--- src/rtl/uart_tx_buffer.sv ---
// rtl/uart_tx_buffer.sv - byte FIFO that feeds a UART transmitter one frame at a time
module uart_tx_buffer #(
    parameter int DATA_WIDTH = 8,
    parameter int FIFO_DEPTH = 16
) (
    input  logic                              clk_i,
    input  logic                              rst_i,
    input  logic [DATA_WIDTH-1:0]             wr_data_i,
    input  logic                              wr_valid_i,
    output logic                              wr_ready_o,
    input  logic                              flush_i,
    output logic [DATA_WIDTH-1:0]             tx_data_o,
    output logic                              tx_start_o,
    input  logic                              tx_done_i,
    output logic [$clog2(FIFO_DEPTH):0]       fifo_count_o,
    output logic                              fifo_full_o,
    output logic                              fifo_empty_o,
    output logic                              busy_o
);

    localparam int AW = $clog2(FIFO_DEPTH);
    localparam int CW = AW + 1;
    localparam logic [CW-1:0] DEPTH_C = CW'(FIFO_DEPTH);

    typedef enum logic [1:0] {
        IDLE      = 2'd0,
        WAIT_DONE = 2'd1,
        GAP       = 2'd2
    } state_t;

    state_t                state;
    logic [DATA_WIDTH-1:0] mem [FIFO_DEPTH];
    logic [AW-1:0]         wr_ptr;
    logic [AW-1:0]         rd_ptr;
    logic [CW-1:0]         count;
    logic                  done_q;
    logic                  push;
    logic                  pop;
    logic                  done_rise;

    assign fifo_count_o = count;
    assign fifo_full_o  = (count == DEPTH_C);
    assign fifo_empty_o = (count == '0);
    assign wr_ready_o   = !fifo_full_o;
    assign busy_o       = (state != IDLE);

    // A flush discards a simultaneous write and blocks the pop for that cycle.
    assign push      = wr_valid_i && wr_ready_o && !flush_i;
    assign pop       = (state == IDLE) && !fifo_empty_o && !flush_i;
    // Only a fresh 0->1 transition ends a frame, so a level left over from a previous frame is ignored.
    assign done_rise = tx_done_i && !done_q;

    // Storage array is not reset; contents are meaningless while empty.
    always_ff @(posedge clk_i) begin
        if (push) begin
            mem[wr_ptr] <= wr_data_i;
        end
    end

    // Pointer and occupancy bookkeeping; pointers wrap naturally at the power-of-2 depth.
    always_ff @(posedge clk_i or posedge rst_i) begin
        if (rst_i) begin
            wr_ptr <= '0;
            rd_ptr <= '0;
            count  <= '0;
        end else if (flush_i) begin
            wr_ptr <= '0;
            rd_ptr <= '0;
            count  <= '0;
        end else begin
            if (push) begin
                wr_ptr <= wr_ptr + AW'(1);
            end
            if (pop) begin
                rd_ptr <= rd_ptr + AW'(1);
            end
            case ({push, pop})
                2'b10:   count <= count + CW'(1);
                2'b01:   count <= count - CW'(1);
                default: count <= count;
            endcase
        end
    end

    // Frame sequencer: pop and pulse start, wait for the done edge, then one idle gap cycle.
    always_ff @(posedge clk_i or posedge rst_i) begin
        if (rst_i) begin
            state      <= IDLE;
            tx_start_o <= 1'b0;
            tx_data_o  <= '0;
            done_q     <= 1'b0;
        end else begin
            done_q     <= tx_done_i;
            tx_start_o <= 1'b0;
            case (state)
                IDLE: begin
                    if (pop) begin
                        tx_data_o  <= mem[rd_ptr];
                        tx_start_o <= 1'b1;
                        state      <= WAIT_DONE;
                    end
                end
                WAIT_DONE: begin
                    if (done_rise) begin
                        state <= GAP;
                    end
                end
                GAP: begin
                    state <= IDLE;
                end
                default: begin
                    state <= IDLE;
                end
            endcase
        end
    end

endmodule

--- config.mk ---
export PLATFORM = sky130hd
export DESIGN_NAME = uart_tx_buffer
export DESIGN_NICKNAME = d
export VERILOG_FILES = /design/src/rtl/uart_tx_buffer.sv
export SDC_FILE = /design/constraint.sdc
export NUM_CORES = 1
export LEC_CHECK = 0
export CORE_MARGIN = 8
export CORE_UTILIZATION = 59
export DETAILED_ROUTE_END_ITERATION = 8
export GPL_TIMING_DRIVEN = 0
export PLACE_DENSITY = 0.76
export SKIP_CTS_REPAIR_TIMING = 1
export SYNTH_ARGS = -nofsm -noshare
export SYNTH_HDL_FRONTEND = slang
export SYNTH_SLANG_ARGS = --single-unit
--- constraint.sdc ---
create_clock -name clk_i -period 2.85 [get_ports clk_i]
set_input_delay 0.4275 -clock clk_i [delete_from_list [all_inputs] [get_ports clk_i]]
set_output_delay 0.4275 -clock clk_i [all_outputs]
set_load 0.1 [all_outputs]
==> results of run 1 <==
layout make-up:
type	instances	area (um2)
buffer	16	77.6
clock buffer	17	414
clock inverter	15	141
fill	655	2960
inverter	11	45.0
multi-input combinational	165	1700
sequential	153	4480
tap	136	170
timing repair buffer	30	293
cells by family (layout without fill, tap and decap cells):
kind of cell,count (synthesis),in the layout,synth area share
flip-flops,153,153,0.716
AND/OR/NAND/NOR,69,69,0.0499
multiplexers,56,56,0.156
buffers and inverters,27,89,0.0180
AO/OA/AOI/OAI,25,25,0.0319
adder cells (fa/ha/maj),9,9,0.0192
XOR/XNOR,6,6,0.00842
registers in the layout, indices dropped and copies added, names as in the netlist:
register and cells:
fifo_count_o 5, state 2, done_q 1, mem 128, tx_data_o 8, rd_ptr 4
tx_start_o 1, wr_ptr 4
worst reg2reg max path, cell delays in order (launching register included):
cell     delay [ps]
dfrtp_4         510
or4_4           550
buf_6           160
o21ai_4         170
inv_1           110
nand2_1         130
inv_2            80
ha_1            280
a21o_2          220
a21oi_2         150
mux2i_1         190
mux2i_1          80
metal layers:
metal  global-route usage  wire, um  vias to the layer above
li1                     -         -                     1446
met1                0.228      5050                     1711
met2                0.317      6540                      143
met3               0.0538       844                       22
met4               0.0783       301                        0
met5                    0         0                        -
power by group through the flow:
stage	combinational (mW)	sequential, mW	clock, mW
2_1_floorplan	0.820	3.29	0
3_3_place_gp	1.82	2.71	0
3_5_place_dp	1.86	2.71	0
4_1_cts	1.87	2.67	2.11
5_1_grt	2.03	2.69	2.21
6_report	1.92	2.67	2.09
layout by cell type (no fill, tap or decap), types with 3 or more instances in the layout:
master / n
edfxtp_1: 128
nor2_1: 32
mux4_2: 32
clkdlybuf4s50_1: 25
mux2i_1: 21
dfrtp_1: 21
nand2_1: 17
clkbuf_16: 16
inv_1: 9
clkbuf_1: 8
o221ai_1: 8
ha_1: 7
buf_2: 6
xor2_1: 5
o21ai_0: 4
clkinvlp_4: 4
inv_6: 4
mux2_4: 3
o211ai_1: 3
nand2b_1: 3
dfrtp_2: 3
cells in the mapped netlist (2+ instances only):
cell type | instances | share of area
nand2b_1 | 3 | 0.0030
mux2i_1 | 21 | 0.034
nor2_1 | 33 | 0.020
edfxtp_1 | 128 | 0.62
o211ai_1 | 3 | 0.0036
nor2b_1 | 2 | 0.0020
xor2_1 | 5 | 0.0070
mux2_4 | 3 | 0.0072
a21oi_1 | 4 | 0.0032
and3_1 | 2 | 0.0020
o221ai_1 | 8 | 0.011
o21ai_0 | 4 | 0.0032
clkbuf_1 | 8 | 0.0048
ha_1 | 8 | 0.016
inv_1 | 11 | 0.0066
nand2_1 | 17 | 0.010
dfrtp_1 | 25 | 0.10
buf_2 | 6 | 0.0048
mux4_2 | 32 | 0.12
nor4_1 | 2 | 0.0020
or3_1 | 2 | 0.0020
nand3_1 | 2 | 0.0016
worst min path at each step:
stage,endpoint,startpoint,cells after the start
after floorplan,state[1]$_DFFE_PP0P_,done_q$_DFF_PP0_,1
after global placement,state[1]$_DFFE_PP0P_,done_q$_DFF_PP0_,1
after detailed placement,state[1]$_DFFE_PP0P_,done_q$_DFF_PP0_,1
after CTS,wr_ptr[3]$_DFFE_PP0P_,wr_valid_i,4
after global routing,wr_ptr[3]$_DFFE_PP0P_,wr_valid_i,4
final,wr_ptr[3]$_DFFE_PP0P_,wr_valid_i,4
per-stage QoR:
step                      instance area [um2]  setup TNS (ps)
final                                    7320               0
after CTS                                7270           -2530
after global routing                     7320           -39.6
after detailed placement                 6720            -839
after floorplan                          6250            -241
after global placement                   6720            -561
==> qor.csv, run 1 <==
stage,metric,value,unit
layout,antenna_cells,0,
cts,cts_tree,built,
detailed_routing,wire_per_inst,23.5,um
timing,period_share,0.961,
global_routing,grt_max_degree,26,
detailed_routing,viasPerCell,6.12,
power,switchingPower,2.38,mW
power,seqPwrFrac,0.400,
die,rows,37,
timing,max_freq,0.365,GHz
timing,hold_violations,0,
worst_setup_path,cp_slowest_cell,or4_4,
global_routing,grt_pass1_wl,19800,um
power,swShare,0.356,
worst_setup_path,critPathCaptureType,flop,
detailed_routing,wl,12700,um
global_routing,grtUsageTotal,0.189,
timing,layout_min_cycle_time,2740,ps
die,start_util,0.607,
placement,finalWeightedCongestion,0.805,
power,powerDensity,913,nW/um2
worst_setup_path,r2r_setup_slack,110,ps
detailed_routing,drt_first_pass_iters,7,
timing,worst_hold_slack,353,ps
flow_run,cap_violations,0,
synthesis,avgSynthCellArea,18.1,um2
worst_setup_path,rr_worst_depth,11,
worst_setup_path,path_depth,11,
timing,relSlewSlack,0.335,
cts,clock-sinks,153,
worst_setup_path,path_cells,or4_4 -> buf_6 -> o21ai_4 -> inv_1 -> nand2_1 -> inv_2 -> ha_1 -> a21o_2 -> a21oi_2 -> mux2i_1 -> mux2i_1,
timing,slew_violations,0,
cts,cts_buffers,17,
power,max-vdd-ir-drop,577,uV
power,p_clk_frac,0.313,
power,power,6.68,mW
detailed_routing,drc,0,
status,status,finished clean,
worst_setup_path,reg2reg_to,fifo_count_o[3]$_DFFE_PP0P_,
worst_setup_path,crit_arrival,3120,ps
placement,port_buffers,29,
synthesis,synth_edf_count,128,
layout,stdcell_count,543,
worst_setup_path,critPathRequiredTime,3230,ps
timing,finalClockSkew,6.82,ps
layout,utilization,0.712,
placement,dp_hpwl,7770,um
timing,setup_violations,0,
worst_setup_path,cpPeakStageDelay,550,ps
power,p_int,4.30,mW
worst_hold_path,hold_path.class,primary input to flop,
layout,area_growth_syn_to_layout,17.2,%
worst_setup_path,path_common_cell,mux2i_1,
detailed_routing,drt_iter0_markers,310,
worst_setup_path,critPathMaxFanout,9,
placement,dp_cells,510,
timing,worst_slack,111,ps
synthesis,async_flop_share,0.163,
layout,drive_gt1_frac,0.226,
die,die_area,14100,um2
die,die_w,119,um
die,core,10300,um2
layout,nNetsFinal,416,
global_routing,grt_overflow_total,0,
global_routing,first_global_vias,3410,
power,comb_power_share,0.287,
worst_setup_path,r2r-start,fifo_count_o[0]$_DFFE_PP0P_,
detailed_routing,dr_total_vias,3322,
worst_setup_path,crit_start,fifo_count_o[0]$_DFFE_PP0P_,
die,io_pins,31,
worst_setup_path,critPathTopFamily,simple AND/OR/NAND/NOR gates,
worst_setup_path,crit_end,fifo_count_o[3]$_DFFE_PP0P_,
worst_setup_path,startpoint_type,flop,
synthesis,synthesis.nets,367,
worst_setup_path,worstSetupPathType,flop to flop,
synthesis,postSynthCellCount,345,
global_routing,antenna_found_initial,0,
synthesis,syn_area,6240,um2
synthesis,ys_ff_latch,153,
placement,place_ws,-281,ps
cts,clock_latency,510,ps
cts,clkSlewWorstSetupHoldPaths,70,ps
detailed_routing,ant_nets,0,
cts,clockRootBuffer,clkbuf_8,
synthesis,ys_warn_count,0,
synthesis,synth_cell_types,38,
cts,cts_buffer_depth,2,
cts,cts_htree_levels,4,
worst_setup_path,path_buf_inv,3,
synthesis,synth_seq_area_share,0.716,
synthesis,synth_flop_cell,edfxtp_1,
die,fp.dieH,119,um
timing,worstMarginPinSlew,995,ps
power,p_leak,2.46,nW
Note: power is estimated with default switching activity, not from simulation.
==> run 2: changes to the inputs <==
--- a/config.mk
+++ b/config.mk
@@ -6,10 +6,10 @@
 export NUM_CORES = 1
 export LEC_CHECK = 0
 export CORE_MARGIN = 8
-export CORE_UTILIZATION = 59
+export CORE_UTILIZATION = 49
 export DETAILED_ROUTE_END_ITERATION = 8
 export GPL_TIMING_DRIVEN = 0
-export PLACE_DENSITY = 0.76
+export PLACE_DENSITY = 0.65
 export SKIP_CTS_REPAIR_TIMING = 1
 export SYNTH_ARGS = -nofsm -noshare
 export SYNTH_HDL_FRONTEND = slang
==> qor.csv, run 2 (synthesis gave the netlist of run 1 again) <==
stage,metric,value,unit,change
status,status,finished clean,,
placement,dp_hpwl,8050,um,+3.6%
power,p_int,4.41,mW,+2.4%
die,die_area,16600,um2,+18%
power,seqPwrFrac,0.401,,about the same
global_routing,grtUsageTotal,0.162,,-0.0271
cts,clock-sinks,153,,unchanged
detailed_routing,drt_iter0_markers,239,,-23%
global_routing,gr-usage-met3,0.0447,,-0.00917
detailed_routing,wire_per_inst,21.5,um,-8.4%
die,fp.dieH,129,um,+8.4%
detailed_routing,viasPerCell,5.56,,-9.2%
die,start_util,0.499,,-0.109
layout,largest_reg_flops,128,,unchanged
global_routing,first_global_vias,3413,,+0.088%
timing,hold_violations,0,,unchanged
global_routing,grt_overflow_total,0,,unchanged
timing,setup_violations,0,,unchanged
timing,relSlewSlack,0.317,,-0.0180
layout,area_growth_syn_to_layout,18.3,%,
global_routing,busiest_layer,met2,,
detailed_routing,drc,0,,unchanged
worst_setup_path,critPathMaxFanout,9,,unchanged
die,rows,41,,+11%
power,switchingPower,2.28,mW,-4.0%
timing,worst_slack,149,ps,+37.2 ps
layout,utilization,0.590,,-0.122
detailed_routing,dr_total_vias,3223,,-3.0%
worst_setup_path,worstSetupPathType,flop to flop,,
die,io_pins,31,,unchanged
placement,port_buffers,29,,unchanged
power,p_leak,2.47,nW,+0.23%
global_routing,grt_pass1_wl,19200,um,-3.3%
global_routing,antenna_found_initial,0,,unchanged
worst_hold_path,hold_path.class,flop to flop,,
timing,slew_violations,0,,unchanged
worst_setup_path,critPathRequiredTime,3140,ps,-90 ps
layout,max_flop_register,mem,,
power,comb_power_share,0.284,,-0.003
layout,final_area,7380,um2,+0.87%
cts,cts_buffer_depth,2,,unchanged
layout,nNetsFinal,417,,+0.24%
worst_setup_path,startpoint_type,flop,,
layout,layout_commonest_cell,edfxtp_1,,
die,core,12500,um2,+22%
cts,clock_latency,420,ps,-90 ps
layout,antenna_cells,0,,unchanged
worst_setup_path,crit_arrival,2990,ps,-130 ps
timing,max_freq,0.370,GHz,+1.4%
timing,worstMarginPinSlew,1020,ps,+28.9 ps
power,p_clk_frac,0.315,,+0.002
cts,cts_buffers,17,,unchanged
layout,drive_gt1_frac,0.225,,-0.000554
die,die_w,129,um,+8.4%
detailed_routing,ant_nets,0,,unchanged
flow_run,cap_violations,0,,unchanged
placement,finalWeightedCongestion,0.743,,-7.7%
cts,cts_htree_levels,4,,unchanged
timing,finalClockSkew,8.08,ps,+1.26 ps
cts,clockRootBuffer,clkbuf_16,,
power,swShare,0.341,,-0.0148
power,max-vdd-ir-drop,480,uV,-17%
cts,clkSlewWorstSetupHoldPaths,60,ps,about the same
power,power,6.69,mW,+0.13%
detailed_routing,wl,12500,um,-2.2%
layout,final_cell_mix,"edfxtp_1 (128), mux4_2 (32), nor2_1 (30)",,
timing,layout_min_cycle_time,2700,ps,-37.2 ps
worst_setup_path,critPathCaptureType,flop,,
detailed_routing,drt_first_pass_iters,4,,-3
global_routing,grt_max_degree,26,,unchanged
placement,place_area,6760,um2,+0.67%
placement,place_ws,-340,ps,-58.9 ps
timing,period_share,0.948,,-0.0130
cts,cts_tree,built,,
power,powerDensity,907,nW/um2,-0.73%
global_routing,grtUsageMet1,0.197,,-0.0307
global_routing,grtUsageMet2,0.266,,-0.0505
run 2: worst paths after layout:
kind	start	cells past startpoint	slack (ps)	to
max	fifo_count_o[0]$_DFFE_PP0P_	11	150	fifo_count_o[3]$_DFFE_PP0P_
min	done_q$_DFF_PP0_	1	440	state[1]$_DFFE_PP0P_
max reg2reg	fifo_count_o[0]$_DFFE_PP0P_	11	150	fifo_count_o[3]$_DFFE_PP0P_
min reg2reg	done_q$_DFF_PP0_	1	440	state[1]$_DFFE_PP0P_
max in group asynchronous	rst_i	2	1550	fifo_count_o[0]$_DFFE_PP0P_
min in group asynchronous	rst_i	2	570	fifo_count_o[0]$_DFFE_PP0P_
run 2: final cells by class:
type	instances	area, um2
buffer	16	77.6
timing repair buffer	31	300
fill	988	5140
clock buffer	23	488
tap	172	215
inverter	11	45.0
clock inverter	9	72.6
sequential	153	4480
multi-input combinational	165	1710
run 2: metrics by stage:
stage | hold slack [ps] | TNS [ps] | std cells
after CTS | 428 | -2230 | 578
after global routing | 459 | -6.29 | 580
final | 439 | 0 | 580
after detailed placement | 435 | -896 | 546
after floorplan | 408 | -241 | 345
after global placement | 419 | -685 | 546
run 2: critical path: stages (launching register included):
cell     delay (ps)
dfrtp_4         500
or4_1           540
buf_6           160
o21ai_4         190
inv_2            80
nand2_2         100
inv_2            70
ha_1            270
a21o_2          200
a21oi_1         170
mux2i_1         190
mux2i_1          80
run 2: layer usage:
metal,share of wire,vias up
met5,0,-
met4,0.015,0
met3,0.058,19
met2,0.52,81
met1,0.41,1680
li1,-,1443
run 2: power groups by stage:
stage / combinational (mW) / sequential [mW] / clock, mW
after global routing: 2.02 / 2.70 / 2.23
after floorplan: 0.820 / 3.29 / 0
after CTS: 1.86 / 2.68 / 2.14
after global placement: 1.82 / 2.72 / 0
final: 1.90 / 2.68 / 2.11
after detailed placement: 1.86 / 2.72 / 0
